### config.mk
export PLATFORM = sky130hd
export DESIGN_NAME = dmem_arbiter
export DESIGN_NICKNAME = d
export VERILOG_FILES = /design/src/rtl/dmem_arbiter.sv
export SDC_FILE = /design/constraint.sdc
export NUM_CORES = 1
export LEC_CHECK = 0
export BUFFER_PORTS_ARGS = -buffer_cell sky130_fd_sc_hd__clkbuf_2
export CORE_MARGIN = 1
export CORE_UTILIZATION = 29
export DETAILED_ROUTE_END_ITERATION = 8
export PLACE_DENSITY = 0.75
export RECOVER_POWER = 25
export SETUP_SLACK_MARGIN = 0.4
export SYNTH_ARGS = -nofsm -noshare
export SYNTH_HDL_FRONTEND = slang
export SYNTH_SLANG_ARGS = --single-unit
### constraint.sdc
create_clock -name CLK -period 2.4 [get_ports CLK]
set_input_delay 0.24 -clock CLK [delete_from_list [all_inputs] [get_ports CLK]]
set_output_delay 0.24 -clock CLK [all_outputs]
set_load 0.02 [all_outputs]
### src/rtl/dmem_arbiter.sv
// Two-requester arbiter for a single-port data memory: CPU owns priority by default,
// and a wait counter forces one DMA slot after MAX_WAIT consecutive DMA denials.
module dmem_arbiter #(
  parameter int ADDR_W   = 8,
  parameter int DATA_W   = 8,
  parameter int MAX_WAIT = 4,
  parameter int CNT_W    = 3
) (
  input  logic              CLK,
  input  logic              RST_N,
  input  logic              cpu_req,
  input  logic              cpu_we,
  input  logic [ADDR_W-1:0] cpu_addr,
  input  logic [DATA_W-1:0] cpu_wdata,
  output logic              cpu_gnt,
  output logic              cpu_stall,
  output logic              cpu_rvalid,
  output logic [DATA_W-1:0] cpu_rdata,
  input  logic              dma_req,
  input  logic              dma_we,
  input  logic [ADDR_W-1:0] dma_addr,
  input  logic [DATA_W-1:0] dma_wdata,
  output logic              dma_gnt,
  output logic              dma_rvalid,
  output logic [DATA_W-1:0] dma_rdata,
  output logic              mem_we,
  output logic [ADDR_W-1:0] mem_addr,
  output logic [DATA_W-1:0] mem_wdata,
  input  logic [DATA_W-1:0] mem_rdata,
  output logic              fsm_state
);

  // Handshake: a requester holds req (and its we/addr/wdata) stable until it sees
  // gnt=1 in the same cycle; the access is issued at the rising edge closing that cycle.
  typedef enum logic {PRI_CPU = 1'b0, PRI_DMA = 1'b1} state_t;
  typedef enum logic [1:0] {OWN_NONE = 2'd0, OWN_CPU = 2'd1, OWN_DMA = 2'd2} owner_t;

  state_t           state, state_next;
  owner_t           rd_owner, rd_owner_next;
  logic [CNT_W-1:0] wait_cnt, wait_cnt_next;

  always_ff @(posedge CLK) begin
    if (!RST_N) begin
      state    <= PRI_CPU;
      wait_cnt <= '0;
      rd_owner <= OWN_NONE;
    end else begin
      state    <= state_next;
      wait_cnt <= wait_cnt_next;
      rd_owner <= rd_owner_next;
    end
  end

  // No access is issued while reset is held, so the memory is never written then.
  always_comb begin
    cpu_gnt       = 1'b0;
    dma_gnt       = 1'b0;
    state_next    = state;
    wait_cnt_next = '0;
    rd_owner_next = OWN_NONE;
    case (state)
      PRI_CPU: begin
        cpu_gnt = RST_N & cpu_req;
        dma_gnt = RST_N & ~cpu_req & dma_req;
        if (dma_req && !dma_gnt) begin
          if (wait_cnt == CNT_W'(MAX_WAIT - 1)) begin
            state_next    = PRI_DMA;
            wait_cnt_next = '0;
          end else begin
            wait_cnt_next = wait_cnt + CNT_W'(1);
          end
        end
      end
      PRI_DMA: begin
        dma_gnt    = RST_N & dma_req;
        cpu_gnt    = RST_N & ~dma_req & cpu_req;
        state_next = PRI_CPU;
      end
      default: state_next = PRI_CPU;
    endcase
    if (cpu_gnt && !cpu_we)      rd_owner_next = OWN_CPU;
    else if (dma_gnt && !dma_we) rd_owner_next = OWN_DMA;
  end

  always_comb begin
    mem_we    = 1'b0;
    mem_addr  = '0;
    mem_wdata = '0;
    if (cpu_gnt) begin
      mem_we    = cpu_we;
      mem_addr  = cpu_addr;
      mem_wdata = cpu_wdata;
    end else if (dma_gnt) begin
      mem_we    = dma_we;
      mem_addr  = dma_addr;
      mem_wdata = dma_wdata;
    end
  end

  // A read still in flight when reset arrives is dropped rather than returned.
  assign cpu_rvalid = RST_N & (rd_owner == OWN_CPU);
  assign dma_rvalid = RST_N & (rd_owner == OWN_DMA);
  assign cpu_rdata  = cpu_rvalid ? mem_rdata : '0;
  assign dma_rdata  = dma_rvalid ? mem_rdata : '0;
  assign cpu_stall  = cpu_req & ~cpu_gnt;
  assign fsm_state  = state;

endmodule
# Yosys cells after proc, flatten, opt, wreduce, memory -nomap -nowiden
# Index checks and enable logic that the tools add are counted.
[word_totals] in_bits=46 register_bits=6 out_inout_bits=39 word_cells=46
[classes] n_addsub=1 n_bitwise=15 n_mux=15 reduce_logical=8 eq_ne=3
[ops] cell="8-bit 2-to-1 mux" n=6
[ops] cell="1-bit bitwise AND" n=9
[ops] cell="1-bit NOT" n=6
[ops] cell="1-bit one-hot mux with 2 select lines" n=3
[ops] cell="1-bit 2-to-1 mux" n=5
[ops] cell="4-bit OR reduction" n=1
[ops] cell="3-bit by 1-bit adder with 3-bit output, second input constant" n=1
[ops] cell="3-bit by 2-bit equality test with 1-bit output, second input constant" n=1
[ops] cell="1-bit logical AND" n=3
[ops] cell="1-bit logical NOT" n=3
[ops] cell="2-bit by 1-bit equality test with 1-bit output, second input constant" n=1
[ops] cell="2-bit equality test, second input constant" n=1
[ops] cell="2-bit 2-to-1 mux" n=1
[ops] cell="2-bit OR reduction" n=1

# Logic depth before layout (Yosys ltp)
[depth] ltp_word=7 depth_mapped=4 depth_no_buf=4

# Worst setup path after synthesis
# OpenSTA, ideal clock, no wires.
[synth_path] path_type="register to output" from="reg state (netlist: fsm_state)" to="out mem_addr[6]" t_arrival_ns=1.159 path_buffers=1 required_time_ns=2.160 path_slack_ns=1.001 stages_incl_launch_ff=4 path_cell_list="dfxtp_1 -> o21ai_4 -> buf_6 -> o22ai_1"
[synth_via] elab_chain_len=4 word_cells_on_any_way=5 cone_classes="mux (4); bitwise (1)"
[synth_rtl] element="start, declared" line_no="38" text="state_t state, state_next;"
[synth_rtl] element="start signal, assigned" line_no="48" text="state <= state_next;"
[synth_rtl] element="1-bit NOT"
[synth_rtl] element="1-bit one-hot mux with 2 select lines" line_no="61" text="case (state)"
[synth_rtl] element="8-bit 2-to-1 mux" line_no="93" text="end else if (dma_gnt) begin"
[synth_rtl] element="8-bit 2-to-1 mux (*)" line_no="89" text="if (cpu_gnt) begin"
[synth_rtl] element="end, declared" line_no="27" text="output logic [ADDR_W-1:0] mem_addr,"
# Every way passes the cells marked *; elsewhere a longest branch is shown, timed or not.

# Final worst setup path
[layout_path] from="reg state (netlist: fsm_state)" to="out mem_addr[2]"
# The elaborated chain is that of the path after synthesis.

==> results.sh <==
export IMPL_startpoint_type="register"
export IMPL_synth_nets=149
export IMPL_end_kind="output pin"
export IMPL_required_ns=2.16
export IMPL_path_max_fanout=19
export IMPL_die_area_um2=2428
export IMPL_rsz0062_at_grt="false"
export IMPL_regToRegEndpoint="rd_owner[0]"
export IMPL_avgViaCountPerCell=4.686
export IMPL_peakVddDrop_mv=0.1478
export IMPL_p_clk_share_pct=27.2
export IMPL_yosysSeqAreaShare_pct=18.53
export IMPL_portBuffers=84
export IMPL_cts_root_buf="clkbuf_4"
export IMPL_p_leak_nw=0.6179
export IMPL_wl_um=2224
export IMPL_highest_layer="met4"
export IMPL_worst_slew_pin_slew_ns=0.6042
export IMPL_power_density_nw_per_um2=319.5
export IMPL_die_w_um=49.28
export IMPL_dr_wl_met2_um=1117
export IMPL_final_cell_mix="clkbuf_2 (80), nand2_1 (37), o22ai_1 (17), and2_1 (16), dfxtp_1 (6)"
export IMPL_p_comb_share_pct=42.8
export IMPL_setup_viol=0
export IMPL_timing_final_crit_share_pct=74.51
export IMPL_rows=16
export IMPL_post_route_util_pct=53.22
export IMPL_hold_buffers=0
export IMPL_final_common_cell="clkbuf_2"
export IMPL_setup_ws_ns=0.6117
export IMPL_wl_per_cell_um=10.59
export IMPL_fin_nets=233
export IMPL_p_switching_mw=0.1247
export IMPL_p_seq_share_pct=30.0
export IMPL_drive_above_1_share_pct=46.99
export IMPL_synth_seq_cells=6
export IMPL_dp_hpwl_um=1854
export IMPL_swShare_pct=36.28
export IMPL_cap_violations=0
export IMPL_dp_slack_ns=0.9463
export IMPL_num_antenna_cells=0
export IMPL_hold_viol_final=0
export IMPL_dpl_cell_area_um2=1069
export IMPL_dr_pass1_iters=4
export IMPL_rr_worst_depth=3
export IMPL_netlist_area_um2=648.1
export IMPL_die_h_um=49.28
export IMPL_cts_clk_slew_worst_paths_ns=0.05
export IMPL_status="completed"
export IMPL_num_io_pins=85
export IMPL_grt_pass1_wl_um=3753
export IMPL_htree_num_levels=1
export IMPL_hold_end="rd_owner[0]"
export IMPL_cts_buffers=3
export IMPL_post_cts_resized=0
export IMPL_ant_nets=0
export IMPL_drc_errors=0
export IMPL_worstPathArrival_ns=1.55
export IMPL_core_um2=2022
export IMPL_fmax_ghz=0.5592
export IMPL_slew_headroom_pct=59.63
export IMPL_clock_path_buffers=2
export IMPL_period_minus_slack_ns=1.788
export IMPL_cts_setup_buffers=0
export IMPL_design_area_um2=1076
export IMPL_grt_use_total_pct=19.83
export IMPL_grt_ovfl_total=0
export IMPL_dr_first_iter_drc_count=21
export IMPL_clock_sinks=6
export IMPL_worstReg2RegStart="fsm_state"
export IMPL_hp_class="in2reg"
export IMPL_fin_skew_ns=0.002095
export IMPL_gp_congestion=0.7477
export IMPL_syn2layout_area_growth_pct=66.02
export IMPL_m1WireLength_um=851
export IMPL_internal_power_mw=0.2191
export IMPL_grt_antenna_before_repair=0
export IMPL_holdWs_ns=0.1912
export IMPL_rrSetupSlack_ns=1.21
export IMPL_clkLatencyLatePin_ns=0.24
export IMPL_synth_warning_count=0
export IMPL_critical_path_class="reg2out"
export IMPL_grt_max_degree=33
export IMPL_synthCells=101
export IMPL_wl_met3_um=216
export IMPL_final_max_slew_violation_count=0
export IMPL_hold_path_depth=2
export IMPL_syn_area_per_cell_um2=6.417
export IMPL_synth_distinct_cells=18
export IMPL_setup_tns_ns=0
export IMPL_worstHoldStart="cpu_we"
export IMPL_num_vias=984
export IMPL_grt_pass1_vias=946
export IMPL_cts_tree="done"
export IMPL_initial_core_util_pct=32.05
## worst max path at each step
stage | start | to | slack (ns) | cells after the start
after global placement | RST_N | dma_rdata[3] | 0.97 | 5
after global routing | fsm_state | mem_addr[7] | 0.43 | 4
final | fsm_state | mem_addr[2] | 0.61 | 4
after CTS | fsm_state | mem_addr[4] | 0.76 | 3
after detailed placement | RST_N | dma_rdata[0] | 0.95 | 5
after floorplan | fsm_state | mem_addr[6] | 1.00 | 3
## stage by stage
step                      power [mW]  instances
after floorplan               0.1901        101
after global routing          0.3698        210
after global placement        0.2513        207
after CTS                     0.3503        210
after detailed placement      0.2542        207
final                         0.3438        210
## layout make-up
| type | instances | area [um2] |
|---|---|---|
| fillers | 208 | 945.9 |
| multi-input cells | 85 | 461.7 |
| repair buffers | 85 | 422.9 |
| flip-flops and latches | 6 | 120.1 |
| well taps | 27 | 33.78 |
| clock buffers | 3 | 22.52 |
| inverters | 4 | 15.01 |
## Yosys cell counts (all sizes together)
master  count  area (um2)
a21oi       1       5.000
and2       16       100.1
buf         6       41.28
dfxtp       6       120.1
ha          2       25.02
inv         4       15.01
nand2      37       141.4
nand4b      1       8.760
nor2        4       22.52
nor3        4       20.02
nor3b       2       26.28
o21ai       1       16.27
o22ai      17       106.4
## per-layer routing
layer  GRT usage (%)  vias up
met1           19.70      412
li1                -      504
met3           3.427        4
met4           11.27        0
met5               0        -
met2           37.90       64
## registers in the layout (all words and copies together) (netlist names)
signal / count
fsm_state: 1
rd_owner: 2
wait_cnt: 3
## kinds of logic (layout without fill, tap and decap cells)
family	Yosys count	after routing	synth area share (%)
DFF	6	6	18.53
adders and majority gates	2	2	3.860
buffers and inverters	10	92	8.685
and+or+nand+nor	64	64	49.23
AOI/OAI and AO/OA	19	19	19.69
## worst max-delay path, stage by stage (launching register included)
cell      delay [ns]
dfxtp_1         0.41
nand2_1         0.09
nand2_1         0.47
o22ai_1         0.14
clkbuf_2        0.19
## power groups by stage
| stage | clock network, mW | logic (mW) | registers, mW |
|---|---|---|---|
| 5_1_grt | 0.104 | 0.162 | 0.103 |
| 3_3_place_gp | 0 | 0.146 | 0.105 |
| 2_1_floorplan | 0 | 0.0850 | 0.105 |
| 4_1_cts | 0.0976 | 0.149 | 0.104 |
| 6_report | 0.0935 | 0.147 | 0.103 |
| 3_5_place_dp | 0 | 0.149 | 0.105 |
Note: power is estimated with default switching activity, not from simulation.
